$ cat src/rtl/sap_clk_pkg.sv
// rtl/sap_clk_pkg.sv - shared state encoding and defaults for the SAP-1 clock controller
package sap_clk_pkg;

  typedef enum logic [1:0] {
    MANUAL = 2'd0,
    RUN    = 2'd1,
    HALTED = 2'd2
  } clk_state_e;

  localparam int DEFAULT_RUN_DIV = 5_000_000;

endpackage

$ cat src/rtl/sap_clk_divider.sv
// rtl/sap_clk_divider.sv - run-mode divider, ticks and wraps at RUN_DIV-1
module sap_clk_divider #(
  parameter int RUN_DIV   = 5_000_000,
  parameter int DIV_WIDTH = 24
) (
  input  logic clk,
  input  logic clr,
  input  logic en,
  input  logic sclr,
  output logic tick
);

  localparam logic [DIV_WIDTH-1:0] TERM = DIV_WIDTH'(RUN_DIV - 1);

  logic [DIV_WIDTH-1:0] count;

  assign tick = (count == TERM);

  always_ff @(posedge clk) begin
    if (clr || sclr) begin
      count <= '0;
    end else if (en) begin
      count <= tick ? '0 : count + DIV_WIDTH'(1);
    end
  end

endmodule

$ cat src/rtl/sap_clock_ctrl.sv
// rtl/sap_clock_ctrl.sv - manual/run/halt clock-enable generator for the SAP-1 core
module sap_clock_ctrl
  import sap_clk_pkg::*;
#(
  parameter int RUN_DIV   = DEFAULT_RUN_DIV,
  parameter int DIV_WIDTH = 24
) (
  input  logic clk,
  input  logic clr,
  input  logic step_pulse,
  input  logic mode_pulse,
  input  logic hlt,
  output logic cpu_ce,
  output logic run_mode,
  output logic halted,
  output logic cpu_clk_led
);

  clk_state_e state;
  clk_state_e state_next;
  logic       ce_next;
  logic       step_prev;
  logic       mode_prev;
  logic       step_ev;
  logic       mode_ev;
  logic       tick;
  logic       div_sclr;

  assign step_ev = step_pulse & ~step_prev;
  assign mode_ev = mode_pulse & ~mode_prev;

  // Divider restarts from zero on every mode switch so RUN always begins a full period.
  assign div_sclr = mode_ev && (state != HALTED);

  sap_clk_divider #(
    .RUN_DIV   (RUN_DIV),
    .DIV_WIDTH (DIV_WIDTH)
  ) u_divider (
    .clk  (clk),
    .clr  (clr),
    .en   (state == RUN),
    .sclr (div_sclr),
    .tick (tick)
  );

  always_comb begin
    state_next = state;
    ce_next    = 1'b0;
    case (state)
      MANUAL: begin
        if (hlt)          state_next = HALTED;
        else if (mode_ev) state_next = RUN;
        else if (step_ev) ce_next    = 1'b1;
      end
      RUN: begin
        if (hlt)          state_next = HALTED;
        else if (mode_ev) state_next = MANUAL;
        else if (tick)    ce_next    = 1'b1;
      end
      HALTED: state_next = HALTED;
      default: state_next = MANUAL;
    endcase
  end

  always_ff @(posedge clk) begin
    if (clr) begin
      state       <= MANUAL;
      step_prev   <= 1'b0;
      mode_prev   <= 1'b0;
      cpu_ce      <= 1'b0;
      run_mode    <= 1'b0;
      halted      <= 1'b0;
      cpu_clk_led <= 1'b0;
    end else begin
      state       <= state_next;
      step_prev   <= step_pulse;
      mode_prev   <= mode_pulse;
      cpu_ce      <= ce_next;
      run_mode    <= (state_next == RUN);
      halted      <= (state_next == HALTED);
      cpu_clk_led <= cpu_clk_led ^ ce_next;
    end
  end

endmodule

$ cat config.mk
export PLATFORM = sky130hd
export DESIGN_NAME = sap_clock_ctrl
export DESIGN_NICKNAME = d
export VERILOG_FILES = /design/src/rtl/sap_clk_pkg.sv /design/src/rtl/sap_clk_divider.sv /design/src/rtl/sap_clock_ctrl.sv
export SDC_FILE = /design/constraint.sdc
export NUM_CORES = 1
export LEC_CHECK = 0
export CAP_MARGIN = 10
export CORE_ASPECT_RATIO = 0.7
export CORE_MARGIN = 5
export CORE_UTILIZATION = 55
export DETAILED_ROUTE_END_ITERATION = 7
export PLACE_DENSITY = 0.73
export RECOVER_POWER = 50
export SYNTH_ARGS = -nofsm -noshare
export SYNTH_HDL_FRONTEND = slang
export SYNTH_SLANG_ARGS = --single-unit
$ cat constraint.sdc
create_clock -name clk -period 2.7 [get_ports clk]
set_input_delay 0.54 -clock clk [delete_from_list [all_inputs] [get_ports clk]]
set_output_delay 0.54 -clock clk [all_outputs]
set_load 0.03 [all_outputs]
======== Word-level counts from Yosys, hierarchy flattened ========
Cells that the tools add are included.
W data, S select, Z words.
word-level totals
  logic and storage cells ................. 36
  output and inout port bits .............. 4
  register bits after elaboration ......... 32
  input port bits ......................... 5
cells by class
  reduce and logical (&&, ||, !) cells .... 3
  eq/ne operators ......................... 6
  $add $sub $neg .......................... 1
  bitwise gates (word level) .............. 5
  muxes and demuxes ....................... 13
operators by type and width
  kind                     count
  $add A24 B1 Y24 const B  1
  $eq A24 B23 Y1 const B   1
  $mux W24                 1
  $mux W2                  4
  $mux W1                  6
  $pmux W2 S3              1
  $eq A2 B1 Y1 const B     2
  $eq A2 B2 Y1 const B     2
  $and A1 B1 Y1            2
  $logic_not A2 Y1         1
  $ne A2 B2 Y1 const B     1
  $not A1 Y1               2
  $pmux W1 S2              1
  $logic_and A1 B1 Y1      1
  $logic_or A1 B1 Y1       1
  $xor A1 B1 Y1            1

======== Longest topological paths before layout ========
Gate-level depths: netlist (run 1).
  depth in word-level cells ............... 7
  gate-level depth with buffers ........... 7
  mapped depth without buffers ............ 6

======== Modules after synthesis ========
From an unflattened synthesis (run 1), not the netlist that was laid out.
unflattened totals
  cells, all modules ...................... 176
  area, all modules ....................... 1541.5 um^2
modules (own cells, without submodules)
  module           instances  sequential area each (um^2)  area each (um^2)  cells an instance
  sap_clk_divider  1          480.5                        1242.4            146
  sap_clock_ctrl   1          160.2                        299.0             30

======== Worst setup path after synthesis (run 1) ========
OpenSTA, ideal clock, no wires.
  kind .................................... reg-to-reg
  from .................................... register u_divider.count[10]
  to ...................................... register u_divider.count[21]
  library setup time ...................... 0.115 ns
  clock period less this slack ............ 1.644 ns
  cell stages (with the launch flop) ...... 7
  arrival ................................. 1.530 ns
  data required time ...................... 2.585 ns
  path slack .............................. 1.056 ns
  cells stage by stage .................... dfxtp_1 -> nor4b_2 -> nand3b_1 -> or4_4 -> nand3_1 -> buf_4 -> nor2_1
on the way
  word-level cells in the longest chain between the ends .. 2
  elaborated cells on any way between the ends .. 3
ends and longest elaborated chain
  item                                                      line                                          source
  start, declared                                           sap_clk_divider.sv:15                         logic [DIV_WIDTH-1:0] count;
  start signal, assigned                                    sap_clk_divider.sv:23                         count <= tick ? '0 : count + DIV_WIDTH'(1);
  $add A24 B1 Y24 / $eq A24 B23 Y1 (equally long branches)  sap_clk_divider.sv:23, sap_clk_divider.sv:17
  $mux W24 (*)                                              sap_clk_divider.sv:23
Mark *: on every way between the ends. The rest lies on a longest branch, timed or not.
A chain may end at the register's enable or synchronous reset.

======== Worst setup path in the final report (run 1) ========
  from .................................... register u_divider.count[10]
  to ...................................... register u_divider.count[22]
Same word-level chain as after synthesis.

==> results of run 1 <==
==> synthesized netlist by cell type (2+ instances only) <==
library cell,count
nor2b_1,5
inv_1,3
nand4_1,9
nand2_1,13
or4_1,2
nor2_1,28
xnor2_1,7
a21oi_1,3
nand3b_1,2
nand3_1,10
nor3_2,2
buf_4,2
nand4b_1,2
and3_1,6
dfxtp_1,31
and4_1,3
xor2_1,16
==> how the worst max path moves through the flow <==
stage | startpoint | endpoint | slack, ns | depth (start not counted)
after floorplan | u_divider.count[10] | u_divider.count[21] | 1.06 | 6
after global placement | mode_pulse | u_divider.count[12] | 0.60 | 6
after detailed placement | mode_pulse | u_divider.count[22] | 0.52 | 6
after CTS | state[0] | u_divider.count[22] | 0.57 | 6
after global routing | u_divider.count[10] | u_divider.count[17] | 0.27 | 6
final | u_divider.count[10] | u_divider.count[22] | 0.44 | 6
==> metrics by stage <==
stage                     std cells  hold slack [ns]  area [um2]  setup slack [ns]
after CTS                       204            0.511        1550             0.566
after floorplan                 156            0.466        1390              1.06
after global placement          196            0.487        1500             0.605
after detailed placement        196            0.489        1500             0.523
after global routing            204            0.541        1540             0.273
final                           204            0.514        1540             0.435
==> layout by cell type, fill, tap and decap left out, types with 2 or more instances in the layout <==
cell type and instances:
and4_1 3, or4_1 3, nor3_2 2, nand4_1 9, nor2_1 28, nand3_1 10, xor2_1 16, dfxtp_1 31
and3_1 6, nand4b_1 2, nand3b_1 2, inv_1 3, a21oi_1 3, nand2_1 13, clkbuf_1 2, dlygate4sd3_1 4
nor2b_1 5, clkdlybuf4s50_1 4, clkbuf_4 5, xnor2_1 7
==> registers in the layout (all words and copies together) (netlist names) <==
signal           cells
cpu_ce               1
cpu_clk_led          1
halted               1
mode_prev            1
run_mode             1
state                1
step_prev            1
u_divider.count     24
==> cell type report <==
class / count / area (um2) / share of cell area
Sequential cell: 31 / 621 / 0.402
Multi-Input combinational cell: 119 / 732 / 0.474
Tap cell: 34 / 42.5 / 0.0276
Clock inverter: 1 / 5.00 / 0.00324
Timing Repair Buffer: 9 / 87.6 / 0.0567
Clock buffer: 7 / 45.0 / 0.0292
Inverter: 3 / 11.3 / 0.00729
==> power by group <==
group	switching (W)	internal [W]
registers	0.00000672	0.000463
clock network	0.000147	0.000101
logic	0.0000283	0.0000193
total	0.000182	0.000584
==> kinds of logic after synthesis <==
logic type | Yosys count
simple gates | 88
flops | 31
xor+xnor | 23
compound gates | 7
buf+inv | 6
fa+ha+maj | 1
==> per-layer routing <==
| layer | share of wire | GRT usage | vias to the layer above |
|---|---|---|---|
| met5 | 0 | 0 | - |
| met4 | 0.023 | 0.0987 | 0 |
| met3 | 0.039 | 0.0772 | 8 |
| met2 | 0.43 | 0.262 | 20 |
| met1 | 0.51 | 0.223 | 515 |
| li1 | - | - | 567 |
==> worst min-delay path: stages, from the launching register on <==
cell	delay, ns
dfxtp_1	0.34
xor2_1	0.07
nor2_1	0.07
==> results by group, run 1 <==
Outcome
  • Status: finished, final reports clean

Detailed routing
  • Routed wire length: 2.85 mm
  • DR vias/cell: 5.44
  • First-pass DRT Iterations: 4
  • Remaining antenna violation count: 0
  • Vias: 1,110
  • First DRT Iteration DRCs: 78
  • Post-DR wirelength/cell: 14.0 um
  • Drt drc: 0

Finish
  • Final Util: 0.633
  • Area grow syn2layout: 10.8%
  • Fill cell count: 222
  • Share of layout cells above drive strength 1: 0.0588
  • ANT cells: 0
  • Nets: 175

Clock network
  • Setup bufs post-CTS: 0
  • Post-cts resize count: 0
  • CTS Buf Count: 5
  • Worst-path clk slew: 0.09 ns
  • CTS tree: yes
  • Root Buffer: clkbuf_4
  • CTS sink count: 31
  • Clk_lat worst skew: 0.33 ns
  • Hold_buf cts: 0
  • Clock buffer depth: 2
  • CTS H-tree lvls: 2

STA
  • Worst-case clock skew: 0.00713 ns
  • Worst slew pin tran: 0.536 ns
  • Slew HR: 0.641
  • Fmax: 0.442 GHz
  • Final Max Slew Viols: 0
  • Setup TNS: 0 ns
  • RSZ-0062 raised after global routing: no
  • Final Hold Viols: 0
  • Final critical-path share of the clock period: 0.839
  • Tmin final: 2.26 ns
  • Setup violations, final: 0

Global routing
  • Antenna violations before repair: 0
  • Grt total ovfl: 0
  • Largest net degree at the start of global routing: 12
  • First-pass GRT wire length: 4.92 mm
  • Number of global-route vias before repair: 1,089
  • GRT Total Usage: 0.179

Yosys
  • Ys Warns: 0
  • Sequential element share of the synthesized area: 0.445
  • Synthesized cell area: 1390 um2
  • Post-synth cell types: 29
  • Mean Syn Cell Area: 8.93 um2
  • Multiplexer area fraction after synthesis: 0
  • Post-synthesis compound-gate area fraction: 0.0323
  • XOR/XNOR share of the synthesized area: 0.145
  • Main combinational cell family by area after synthesis: simple AND/OR/NAND/NOR gates
  • Async SR Flop Fraction: 0
  • Main flop type after synthesis: dfxtp_1
  • Adder-cell area share of the yosys netlist: 0.00898
  • Post-synth top area share: 0.445
  • Post-synth top area cell: dfxtp_1
  • Synthesized Nets: 162
  • Mapped Cells: 156
  • Synthesized flop and latch total: 31
  • Number of flops mapped to enable cells by yosys: 0
  • Synth Area in Simple Gates: 0.346
  • Ranking of synthesized cells by area: dfxtp_1 (45%), xor2_1 (10%), nor2_1 (7.5%)

Worst hold path
  • Worst hold path depth: 2
  • HP Class: reg2reg
  • Hold wc startpoint: u_divider.count[23]
  • Worst hold path endpoint: u_divider.count[23]

Pwr
  • PD cells: 496 nW/um2
  • Total Power: 0.000766 W
  • Leak pwr: 0.550 nW
  • Peak supply drop: 0.000270 V

Floorplanning
  • Die Y-Extent: 52.1 um
  • Starting Density: 0.571
  • Die ar.: 3660 um2
  • Ports: 9
  • Core footprint: 2440 um2
  • Die X: 70.2 um
  • Row count: 15

Worst setup path
  • CP top delay family: simple AND/OR/NAND/NOR gates
  • Critical path type: reg2reg
  • CP cell instances: nor4b_1 > nand3b_1 > or4_1 > nand3_1 > buf_4 > nor2_1
  • WP data arrival: 2.49 ns
  • Critical path endpoint category: register
  • Reg2Reg Depth: 6
  • Worst path slowest cell: or4_1
  • CP max FO: 11
  • Crit start category: register
  • CP Data Required Time: 2.92 ns
  • Critical path buffers and inverters: 1
  • Origin of the critical flop-to-flop path: u_divider.count[10]
  • CP max stage delay: 0.62 ns
  • Register-to-register setup slack: 0.44 ns
  • RR Endpoint: u_divider.count[22]

Place
  • Final GP Congestion: 0.846
  • IO buf count: 8
  • DP HPWL: 2.10 mm

Flow run
  • Max Cap Viol: 0
(Power assumes the default switching activity.)
==> run 2: changes to the inputs <==
clock period = 2.3 ns   (was 2.7 ns; I/O delays follow)
==> run 2 against run 1 <==
Against the previous run: sequential power grew 17%; cell count is the same; cell area grew 1.2%; largest cell class unchanged; largest power group unchanged; highest routed layer unchanged.
==> results by group, run 2 (synthesized netlist as in run 1, its figures left out) <==
Worst setup path
  • Crit start category: register (unchanged)
  • CP Data Required Time: 2.52 ns (was 2.92 ns)
  • CP max stage delay: 0.60 ns (was 0.62 ns)
  • Critical path endpoint category: register (unchanged)
  • CP max FO: 20 (was 11)
  • WP data arrival: 2.22 ns (was 2.49 ns)
  • Critical path type: reg2reg (unchanged)
  • Worst path slowest cell: or4_1 (unchanged)
  • CP cell instances: nor4b_1 > nand3b_1 > or4_1 > nand3_1 > buf_4 > nor2_1 (unchanged)
  • Reg2Reg Depth: 6 (unchanged)

Outcome
  • Status: finished, final reports clean (unchanged)

Detailed routing
  • First DRT Iteration DRCs: 65 (was 78)
  • First-pass DRT Iterations: 4 (unchanged)
  • Routed wire length: 2.65 mm (was 2.85 mm)
  • Post-DR wirelength/cell: 13.0 um (was 14.0 um)
  • Drt drc: 0 (unchanged)
  • Remaining antenna violation count: 0 (unchanged)
  • Vias: 1,100 (was 1,110)
  • DR vias/cell: 5.39 (was 5.44)

Global routing
  • Largest net degree at the start of global routing: 21 (was 12)
  • First-pass GRT wire length: 4.49 mm (was 4.92 mm)
  • GRT Total Usage: 0.163 (was 0.179)
  • Grt total ovfl: 0 (unchanged)
  • Number of global-route vias before repair: 973 (was 1,089)
  • Antenna violations before repair: 0 (unchanged)

STA
  • Worst-case clock skew: 0.00781 ns (was 0.00713 ns)
  • Setup TNS: 0 ns (unchanged)
  • Tmin final: 2.00 ns (was 2.26 ns)
  • Setup violations, final: 0 (unchanged)
  • Final Hold Viols: 0 (unchanged)
  • Final critical-path share of the clock period: 0.869 (was 0.839)
  • RSZ-0062 raised after global routing: no (unchanged)
  • Fmax: 0.501 GHz (was 0.442 GHz)
  • Crit path setup slack, layout: 0.302 ns (was 0.435 ns)
  • Final Max Slew Viols: 0 (unchanged)
  • Worst slew pin tran: 0.575 ns (was 0.536 ns)
  • Slew HR: 0.615 (was 0.641)

Place
  • Placed cell areas: 1500 um2 (unchanged)
  • Final GP Congestion: 0.770 (was 0.846)
  • DP HPWL: 1.99 mm (was 2.10 mm)
  • Pre-CTS worst setup slack: 0.368 ns (was 0.523 ns)
  • IO buf count: 8 (unchanged)

Clock network
  • CTS tree: yes (unchanged)
  • CTS H-tree lvls: 2 (unchanged)
  • Hold_buf cts: 0 (unchanged)
  • Clock buffer depth: 2 (unchanged)
  • Clk_lat worst skew: 0.33 ns (about the same)
  • Root Buffer: clkbuf_4 (unchanged)
  • Post-cts resize count: 0 (unchanged)
  • Setup bufs post-CTS: 0 (unchanged)
  • CTS Buf Count: 5 (unchanged)
  • CTS sink count: 31 (unchanged)
  • Worst-path clk slew: 0.10 ns (was 0.09 ns)

Finish
  • Top reg by flops: u_divider.count (unchanged)
  • Nets: 175 (unchanged)
  • Design area: 1560 um2 (was 1540 um2)
  • ANT cells: 0 (unchanged)
  • Fill cell count: 229 (was 222)
  • Commonest non-fill, non-tap cell in the layout: dfxtp_1 (unchanged)
  • Area of the multi-input gates: 732 um2 (unchanged)
  • Share of layout cells above drive strength 1: 0.0647 (was 0.0588)
  • Register area: 621 um2 (unchanged)
  • Max reg flops: 24 (unchanged)
  • Most frequent cells in the layout: dfxtp_1 (31), nor2_1 (28), xor2_1 (16), nand2_1 (13), nand3_1 (10) (unchanged)
  • Area grow syn2layout: 12.1% (was 10.8%)

Pwr
  • Seq pwr share: 0.570 (was 0.614)
  • Logic pwr share: 0.058 (was 0.062)
  • Clock Power Share: 0.372 (was 0.324)
  • Leak pwr: 0.563 nW (was 0.550 nW)
  • Peak supply drop: 0.000480 V (was 0.000270 V)
  • NetSw: 0.000222 W (was 0.000182 W)
  • Sw Ratio: 0.229 (was 0.238)
  • Total Power: 0.000967 W (was 0.000766 W)
  • P_int: 0.000746 W (was 0.000584 W)
  • PD cells: 619 nW/um2 (was 496 nW/um2)

Flow run
  • Max Cap Viol: 0 (unchanged)

Floorplanning
  • Ports: 9 (unchanged)
  • Die ar.: 3660 um2 (unchanged)
  • Die X: 70.2 um (unchanged)
  • Die Y-Extent: 52.1 um (unchanged)
  • Core footprint: 2440 um2 (unchanged)
  • Row count: 15 (unchanged)
  • Starting Density: 0.571 (unchanged)

Worst hold path
  • Worst hold path depth: 2 (unchanged)
  • HP Class: reg2reg (unchanged)
-- run 2: worst paths after layout --
check	start	slack (ns)	to
setup reg to reg	u_divider.count[10]	0.30	u_divider.count[15]
hold reg to reg	u_divider.count[1]	0.52	u_divider.count[1]
setup / recovery	u_divider.count[10]	0.30	u_divider.count[15]
hold / removal	u_divider.count[1]	0.52	u_divider.count[1]
-- run 2: power by group through the flow --
stage | registers [W] | clock network, W | logic (W)
5_1_grt | 0.000553 | 0.000402 | 0.0000600
3_3_place_gp | 0.000563 | 0 | 0.0000559
2_1_floorplan | 0.000570 | 0 | 0.0000280
3_5_place_dp | 0.000564 | 0 | 0.0000574
4_1_cts | 0.000551 | 0.000370 | 0.0000576
6_report | 0.000551 | 0.000360 | 0.0000560
-- run 2: final cells by class --
type / instances / share of cell area
Sequential cell: 31 / 0.397
Inverter: 3 / 0.00721
Timing Repair Buffer: 9 / 0.0560
Tap cell: 34 / 0.0272
Clock buffer: 8 / 0.0440
Multi-Input combinational cell: 119 / 0.468
-- run 2: critical path, delay by kind of cell, from the launching register on --
family                 cells  cell delay (ns)
buffers and inverters      1             0.24
DFF                        1             0.36
and+or+nand+nor            5             1.29
-- run 2: metrics by stage --
step | std cells | util | hold slack (ns)
final | 204 | 0.641 | 0.518
after global routing | 204 | 0.641 | 0.541
after CTS | 204 | 0.645 | 0.512
after detailed placement | 196 | 0.616 | 0.498
after global placement | 196 | 0.616 | 0.496
after floorplan | 156 | - | 0.466
-- run 2: routing by layer --
metal / GRT usage / vias to the layer above / share of wire
li1: - / 572 / -
met1: 0.235 / 496 / 0.54
met2: 0.215 / 26 / 0.38
met3: 0.0521 / 6 / 0.059
met4: 0.0764 / 0 / 0.017
met5: 0 / - / 0
